**src/rtl/ram_bist.sv**
```systemverilog
// ram_bist: built-in self-test controller for a single-port 2^AW x DW RAM.
//
// The test makes two passes over the RAM. Each pass writes a pattern to every address,
// reads every address back and compares it, then spends one drain cycle. Pass 0 writes
// P(a) = a ^ SEED and pass 1 writes ~P(a). The block reports pass/fail, a saturating
// error count and the address of the first mismatch.
//
// Ports:
//   clk          rising-edge clock
//   rst_n        asynchronous active-low reset
//   start_i      level-sampled launch; honoured only in idle or done
//   ram_dout_i   RAM read data, valid the cycle after the read address
//   ram_din_o    RAM write data
//   ram_addr_o   RAM address
//   ram_wr_o     1 = write, 0 = read
//   ram_cs_o     RAM chip select
//   busy_o       test in progress
//   done_o       test complete; held until the next start
//   pass_o       done with zero mismatches
//   err_cnt_o    mismatch count, saturating at 255
//   fail_addr_o  address of the first mismatch, 0 if there was none
//
// Every output is a flop. Next-state output values are decoded from the next FSM state,
// so there is no combinational path from start_i to the RAM ports.

module ram_bist #(
    parameter int unsigned   AW   = 10,
    parameter int unsigned   DW   = 8,
    parameter logic [DW-1:0] SEED = DW'(8'hA5)
) (
    input  logic          clk,
    input  logic          rst_n,
    input  logic          start_i,
    input  logic [DW-1:0] ram_dout_i,
    output logic [DW-1:0] ram_din_o,
    output logic [AW-1:0] ram_addr_o,
    output logic          ram_wr_o,
    output logic          ram_cs_o,
    output logic          busy_o,
    output logic          done_o,
    output logic          pass_o,
    output logic [7:0]    err_cnt_o,
    output logic [AW-1:0] fail_addr_o
);

    typedef enum logic [2:0] {
        StIdle,
        StWr0,
        StRd0,
        StDrn0,
        StWr1,
        StRd1,
        StDrn1,
        StDone
    } state_e;

    // The low DW bits of the address are XORed with SEED. The address is zero-extended
    // when AW < DW. When inv is set, the result is inverted for the second pass.
    function automatic logic [DW-1:0] pattern(input logic [AW-1:0] a, input logic inv);
        logic [AW+DW-1:0] wide;
        wide    = {{DW{1'b0}}, a};
        pattern = (wide[DW-1:0] ^ SEED) ^ {DW{inv}};
    endfunction

    state_e        state_q, state_d;
    logic [AW-1:0] addr_q, addr_d;
    logic [DW-1:0] din_q, din_d;
    logic          wr_q, wr_d;
    logic          cs_q, cs_d;
    logic          busy_q, busy_d;
    logic          done_q, done_d;
    logic          pass_q, pass_d;
    logic [7:0]    err_q, err_d;
    logic [AW-1:0] fail_q, fail_d;
    logic          first_q, first_d;

    // The compare stage holds the address and the expected data of the read that was
    // issued in the previous cycle.
    logic          cmp_vld_q, cmp_vld_d;
    logic [AW-1:0] cmp_addr_q, cmp_addr_d;
    logic [DW-1:0] exp_q, exp_d;

    logic          last_addr;
    logic          clear;
    logic          mismatch;
    logic          wr_phase;
    logic          rd_phase;

    assign last_addr = &addr_q;

    // FSM next state and address sequencing. The address wraps to 0 only on a phase change.
    always_comb begin
        state_d = state_q;
        addr_d  = addr_q;
        clear   = 1'b0;
        unique case (state_q)
            StIdle, StDone: begin
                if (start_i) begin
                    state_d = StWr0;
                    addr_d  = '0;
                    clear   = 1'b1;
                end
            end
            StWr0: begin
                if (last_addr) begin
                    state_d = StRd0;
                    addr_d  = '0;
                end else begin
                    addr_d = addr_q + AW'(1);
                end
            end
            StRd0: begin
                if (last_addr) begin
                    state_d = StDrn0;
                    addr_d  = '0;
                end else begin
                    addr_d = addr_q + AW'(1);
                end
            end
            StDrn0: begin
                state_d = StWr1;
                addr_d  = '0;
            end
            StWr1: begin
                if (last_addr) begin
                    state_d = StRd1;
                    addr_d  = '0;
                end else begin
                    addr_d = addr_q + AW'(1);
                end
            end
            StRd1: begin
                if (last_addr) begin
                    state_d = StDrn1;
                    addr_d  = '0;
                end else begin
                    addr_d = addr_q + AW'(1);
                end
            end
            StDrn1: begin
                state_d = StDone;
                addr_d  = '0;
            end
            default: begin
                state_d = StIdle;
                addr_d  = '0;
            end
        endcase
    end

    // Registered bus and status outputs are decoded from the state being entered.
    always_comb begin
        wr_phase = (state_d == StWr0) || (state_d == StWr1);
        rd_phase = (state_d == StRd0) || (state_d == StRd1);
        cs_d     = wr_phase || rd_phase;
        wr_d     = wr_phase;
        din_d    = wr_phase ? pattern(addr_d, state_d == StWr1) : '0;
        busy_d   = (state_d != StIdle) && (state_d != StDone);
        done_d   = (state_d == StDone);
    end

    // Compare pipeline. The RAM returns data one cycle after the address, so the compare
    // for a read issued in cycle n completes on the edge that ends cycle n+1.
    always_comb begin
        cmp_vld_d  = (state_q == StRd0) || (state_q == StRd1);
        cmp_addr_d = addr_q;
        exp_d      = pattern(addr_q, state_q == StRd1);
        mismatch   = cmp_vld_q && (ram_dout_i != exp_q);

        err_d   = err_q;
        fail_d  = fail_q;
        first_d = first_q;
        if (clear) begin
            err_d   = '0;
            fail_d  = '0;
            first_d = 1'b0;
        end else if (mismatch) begin
            if (err_q != 8'hFF) begin
                err_d = err_q + 8'd1;
            end
            if (!first_q) begin
                fail_d  = cmp_addr_q;
                first_d = 1'b1;
            end
        end
        // pass is taken from the next count so that it agrees with err_cnt on the done edge.
        pass_d = done_d && (err_d == 8'd0);
    end

    always_ff @(posedge clk or negedge rst_n) begin
        if (!rst_n) begin
            state_q    <= StIdle;
            addr_q     <= '0;
            din_q      <= '0;
            wr_q       <= 1'b0;
            cs_q       <= 1'b0;
            busy_q     <= 1'b0;
            done_q     <= 1'b0;
            pass_q     <= 1'b0;
            err_q      <= '0;
            fail_q     <= '0;
            first_q    <= 1'b0;
            cmp_vld_q  <= 1'b0;
            cmp_addr_q <= '0;
            exp_q      <= '0;
        end else begin
            state_q    <= state_d;
            addr_q     <= addr_d;
            din_q      <= din_d;
            wr_q       <= wr_d;
            cs_q       <= cs_d;
            busy_q     <= busy_d;
            done_q     <= done_d;
            pass_q     <= pass_d;
            err_q      <= err_d;
            fail_q     <= fail_d;
            first_q    <= first_d;
            cmp_vld_q  <= cmp_vld_d;
            cmp_addr_q <= cmp_addr_d;
            exp_q      <= exp_d;
        end
    end

    assign ram_din_o   = din_q;
    assign ram_addr_o  = addr_q;
    assign ram_wr_o    = wr_q;
    assign ram_cs_o    = cs_q;
    assign busy_o      = busy_q;
    assign done_o      = done_q;
    assign pass_o      = pass_q;
    assign err_cnt_o   = err_q;
    assign fail_addr_o = fail_q;

endmodule

```
**config.mk**
```make
export PLATFORM = sky130hd
export DESIGN_NAME = ram_bist
export DESIGN_NICKNAME = d
export VERILOG_FILES = /design/src/rtl/ram_bist.sv
export SDC_FILE = /design/constraint.sdc
export NUM_CORES = 1
export LEC_CHECK = 0
export CAP_MARGIN = 20
export CORE_MARGIN = 5
export CORE_UTILIZATION = 56
export CTS_CLUSTER_DIAMETER = 80
export CTS_CLUSTER_SIZE = 16
export DETAILED_ROUTE_END_ITERATION = 16
export PLACE_DENSITY = 0.93
export SKIP_CTS_REPAIR_TIMING = 1
export SYNTH_ARGS = -nofsm -noshare
export SYNTH_HDL_FRONTEND = slang
export SYNTH_SLANG_ARGS = --single-unit
export TNS_END_PERCENT = 10
```
**constraint.sdc**
```tcl
create_clock -name clk -period 3.9 [get_ports clk]
set_input_delay 0.39 -clock clk [delete_from_list [all_inputs] [get_ports clk]]
set_output_delay 0.39 -clock clk [all_outputs]
set_load 0.01 [all_outputs]
```
==> flow_summary.toml <==
[floorplanning]
die_x_um = 81.6
start_util = 0.570
die_y_um = 81.6
die-area_sq_um = 6660
coreArea_sq_um = 5040
num_rows = 26
io_pins = 52

[clock_network]
path_clk_slew_ns = 0.07
cts_num_sinks = 64
clock_tree.htree_level_count = 3
cts_tree = "yes"
clock_path_buffers = 2
cts_buffers = 9
cts_root_buf = "clkbuf_8"
insertion_delay_ns = 0.34

[worst_setup_path]
cp.required_ns = 4.14
critPathMaxStageDelay_ns = 0.69
crit_arrival_ns = 2.78
critPathLaunchType = "flip-flop"
crit_type = "reg -> reg"
crit_chain = "and3_1 > o21a_1 > a21oi_1 > mux2i_1 > o2111ai_1 > nor4_1"
endpoint_kind = "flip-flop"
critPathMaxFanout = 24
crit_path_top_delay_cell = "o21a_1"

[cells_and_area]
drive_above_1_share = 0.0868
fin_nets = 319
multi_input_area_sq_um = 1210
area_growth_pct = 28.8
fin_util = 0.734
regArea_sq_um = 1600
final.fill_count = 336
diodes = 0

[power_and_ir_drop]
ir_drop_mv = 0.248
switchingPower_mw = 0.278
p_per_area_nw_per_um2 = 395
totalPowerFinal_mw = 1.46
intPower_mw = 1.18
p_leak_nw = 1.64
power_frac_seq = 0.455
p_comb_frac = 0.023
p_clk_frac = 0.523
switching_share = 0.190

[grt]
grt_pass1_wl_mm = 10.4
antenna_found_initial = 0
grt-ovfl-total = 0
grt_max_degree = 42
grt_use_total = 0.210
grt_pass1_vias = 2152

[timing]
tightest_slew_ns = 0.883
period_needed_ns = 2.54
slew_viol_final = 0
clock.fmax_ghz = 0.394
fin_skew_ns = 0.00908
rsz0062_at_grt = "false"
max_slew_margin = 0.411
tns_ns = 0
fin_crit_sh = 0.650
setup_viol = 0
hold_violations = 0

[synth]
async_flop_share = 1.00
yosysWarnings = 0
syn_inst = 253
ys_top_cells_by_count = "dfrtp_1 (64), nor2_1 (26), mux2i_1 (23), nand2_1 (17), xor2_1 (15)"
ys_seq_area_frac = 0.557
synth_area_leaders = "dfrtp_1 (56%), mux2i_1 (8.0%), xor2_1 (4.6%), nor2_1 (3.4%), nand2_1 (2.2%)"
postSynthNetCount = 266
ys_ff_latch = 64
synth-main-ff-cell = "dfrtp_1"
synth.most_common_cell = "dfrtp_1"
synth_cell_types = 41
avgSynthCellArea_sq_um = 11.4
synth_top_area_cell = "dfrtp_1"
synth_edf_count = 0
netlist_area_sq_um = 2870
synth_top_area_frac = 0.557

[job]
maxCapViolCount = 0

[route]
drc = 0
vias = 2120
viasPerCell = 5.56
wl_per_cell_um = 16.3
dr.pass1.iters = 4
finalWirelength_mm = 6.22
drt-initial-drc-count = 111
ant_nets = 0

[status]
status = "completed"

[place]
globalplace.congestion = 0.939
dpl.hpwl_mm = 4.27
port_buffers = 51

[worst_hold_path]
worstHoldPathType = "in -> async"
==> layout make-up <==
| class | instances | share of cell area |
|---|---|---|
| clock buffers | 11 | 0.0382 |
| clock inverters | 5 | 0.0345 |
| inverters | 5 | 0.00507 |
| multi-input cells | 174 | 0.327 |
| flip-flops and latches | 64 | 0.433 |
| well taps | 70 | 0.0237 |
| repair buffers | 52 | 0.139 |
==> registers in the layout, summed over array words and instances, names as in the netlist, 3 cells and up <==
| signal | flops |
|---|---|
| cmp_addr_q | 10 |
| ram_din_o | 8 |
| ram_addr_o | 10 |
| exp_q | 8 |
| state_q | 3 |
| err_cnt_o | 8 |
| fail_addr_o | 10 |
==> cells by family after synthesis <==
logic type	after synthesis	synth area share
and+or+nand+nor	80	0.151
DFF	64	0.557
AOI/OAI and AO/OA	47	0.114
muxes	24	0.0841
xor gates and xnor gates	21	0.0640
buffers and inverters	15	0.0213
adders and majority gates	2	0.00871
==> cells in the final DEF, fill, tap and decap left out, types with 2 or more instances in the layout <==
| master | count |
|---|---|
| nor2b_1 | 3 |
| dfrtp_1 | 64 |
| a211oi_1 | 2 |
| nor4_4 | 3 |
| o21a_1 | 2 |
| nor2_1 | 26 |
| o22a_1 | 2 |
| o21ai_0 | 10 |
| clkdlybuf4s50_1 | 50 |
| a21o_1 | 7 |
| nand3_1 | 6 |
| xnor2_1 | 6 |
| nor3b_1 | 2 |
| ha_1 | 2 |
| nand2_1 | 17 |
| and3_1 | 3 |
| bufinv_16 | 4 |
| a31oi_1 | 3 |
| nand3b_1 | 2 |
| o22ai_1 | 2 |
| xor2_1 | 15 |
| and2_1 | 3 |
| inv_1 | 5 |
| nor4_1 | 2 |
| clkbuf_8 | 10 |
| mux2i_1 | 23 |
| nand4_1 | 3 |
| nor3_1 | 7 |
| a21oi_1 | 11 |
==> per-stage QoR <==
step                std cells  hold WS, ns  cell area [sq um]  setup slack (ns)
finish                    381        0.166               3700              1.36
global route              381        0.254               3700              1.11
CTS                       381        0.191               3700              1.43
detailed placement        365        0.477               3430              1.23
global placement          365        0.465               3430              1.35
floorplan                 253       0.0944               2870              1.91
==> worst paths after layout <==
path / slack, ns / startpoint / endpoint / cells past startpoint
max: 1.36 / state_q[1]$_DFF_PN0_ / pass_o$_DFF_PN0_ / 6
min: 0.17 / rst_n / exp_q[2]$_DFF_PN0_ / 1
max reg2reg: 1.36 / state_q[1]$_DFF_PN0_ / pass_o$_DFF_PN0_ / 6
min reg2reg: 0.49 / cmp_addr_q[6]$_DFF_PN0_ / fail_addr_o[6]$_DFFE_PN0P_ / 2
max in group asynchronous: 2.90 / rst_n / fail_addr_o[9]$_DFFE_PN0P_ / 2
min in group clk: 0.49 / cmp_addr_q[6]$_DFF_PN0_ / fail_addr_o[6]$_DFFE_PN0P_ / 2
==> power groups by stage <==
stage / clock network, mW / logic (mW) / registers, mW
floorplan: 0 / 0.00870 / 0.677
global placement: 0 / 0.0330 / 0.676
detailed placement: 0 / 0.0346 / 0.676
CTS: 0.770 / 0.0345 / 0.664
global route: 0.797 / 0.0377 / 0.663
finish: 0.763 / 0.0332 / 0.664
==> critical path: cells and delay by family, from the launching register on <==
family / cells / cell delay (ns)
mux: 1 / 0.30
compound gates: 3 / 1.00
simple gates: 2 / 0.47
flops: 1 / 0.66
==> metal layers <==
metal	track usage	part of all wire	wire, um
met1	0.268	0.42	2620
met3	0.0493	0.061	382
met5	0	0	0
met2	0.342	0.50	3100
met4	0.0897	0.019	119
(Power assumes the default switching activity.)
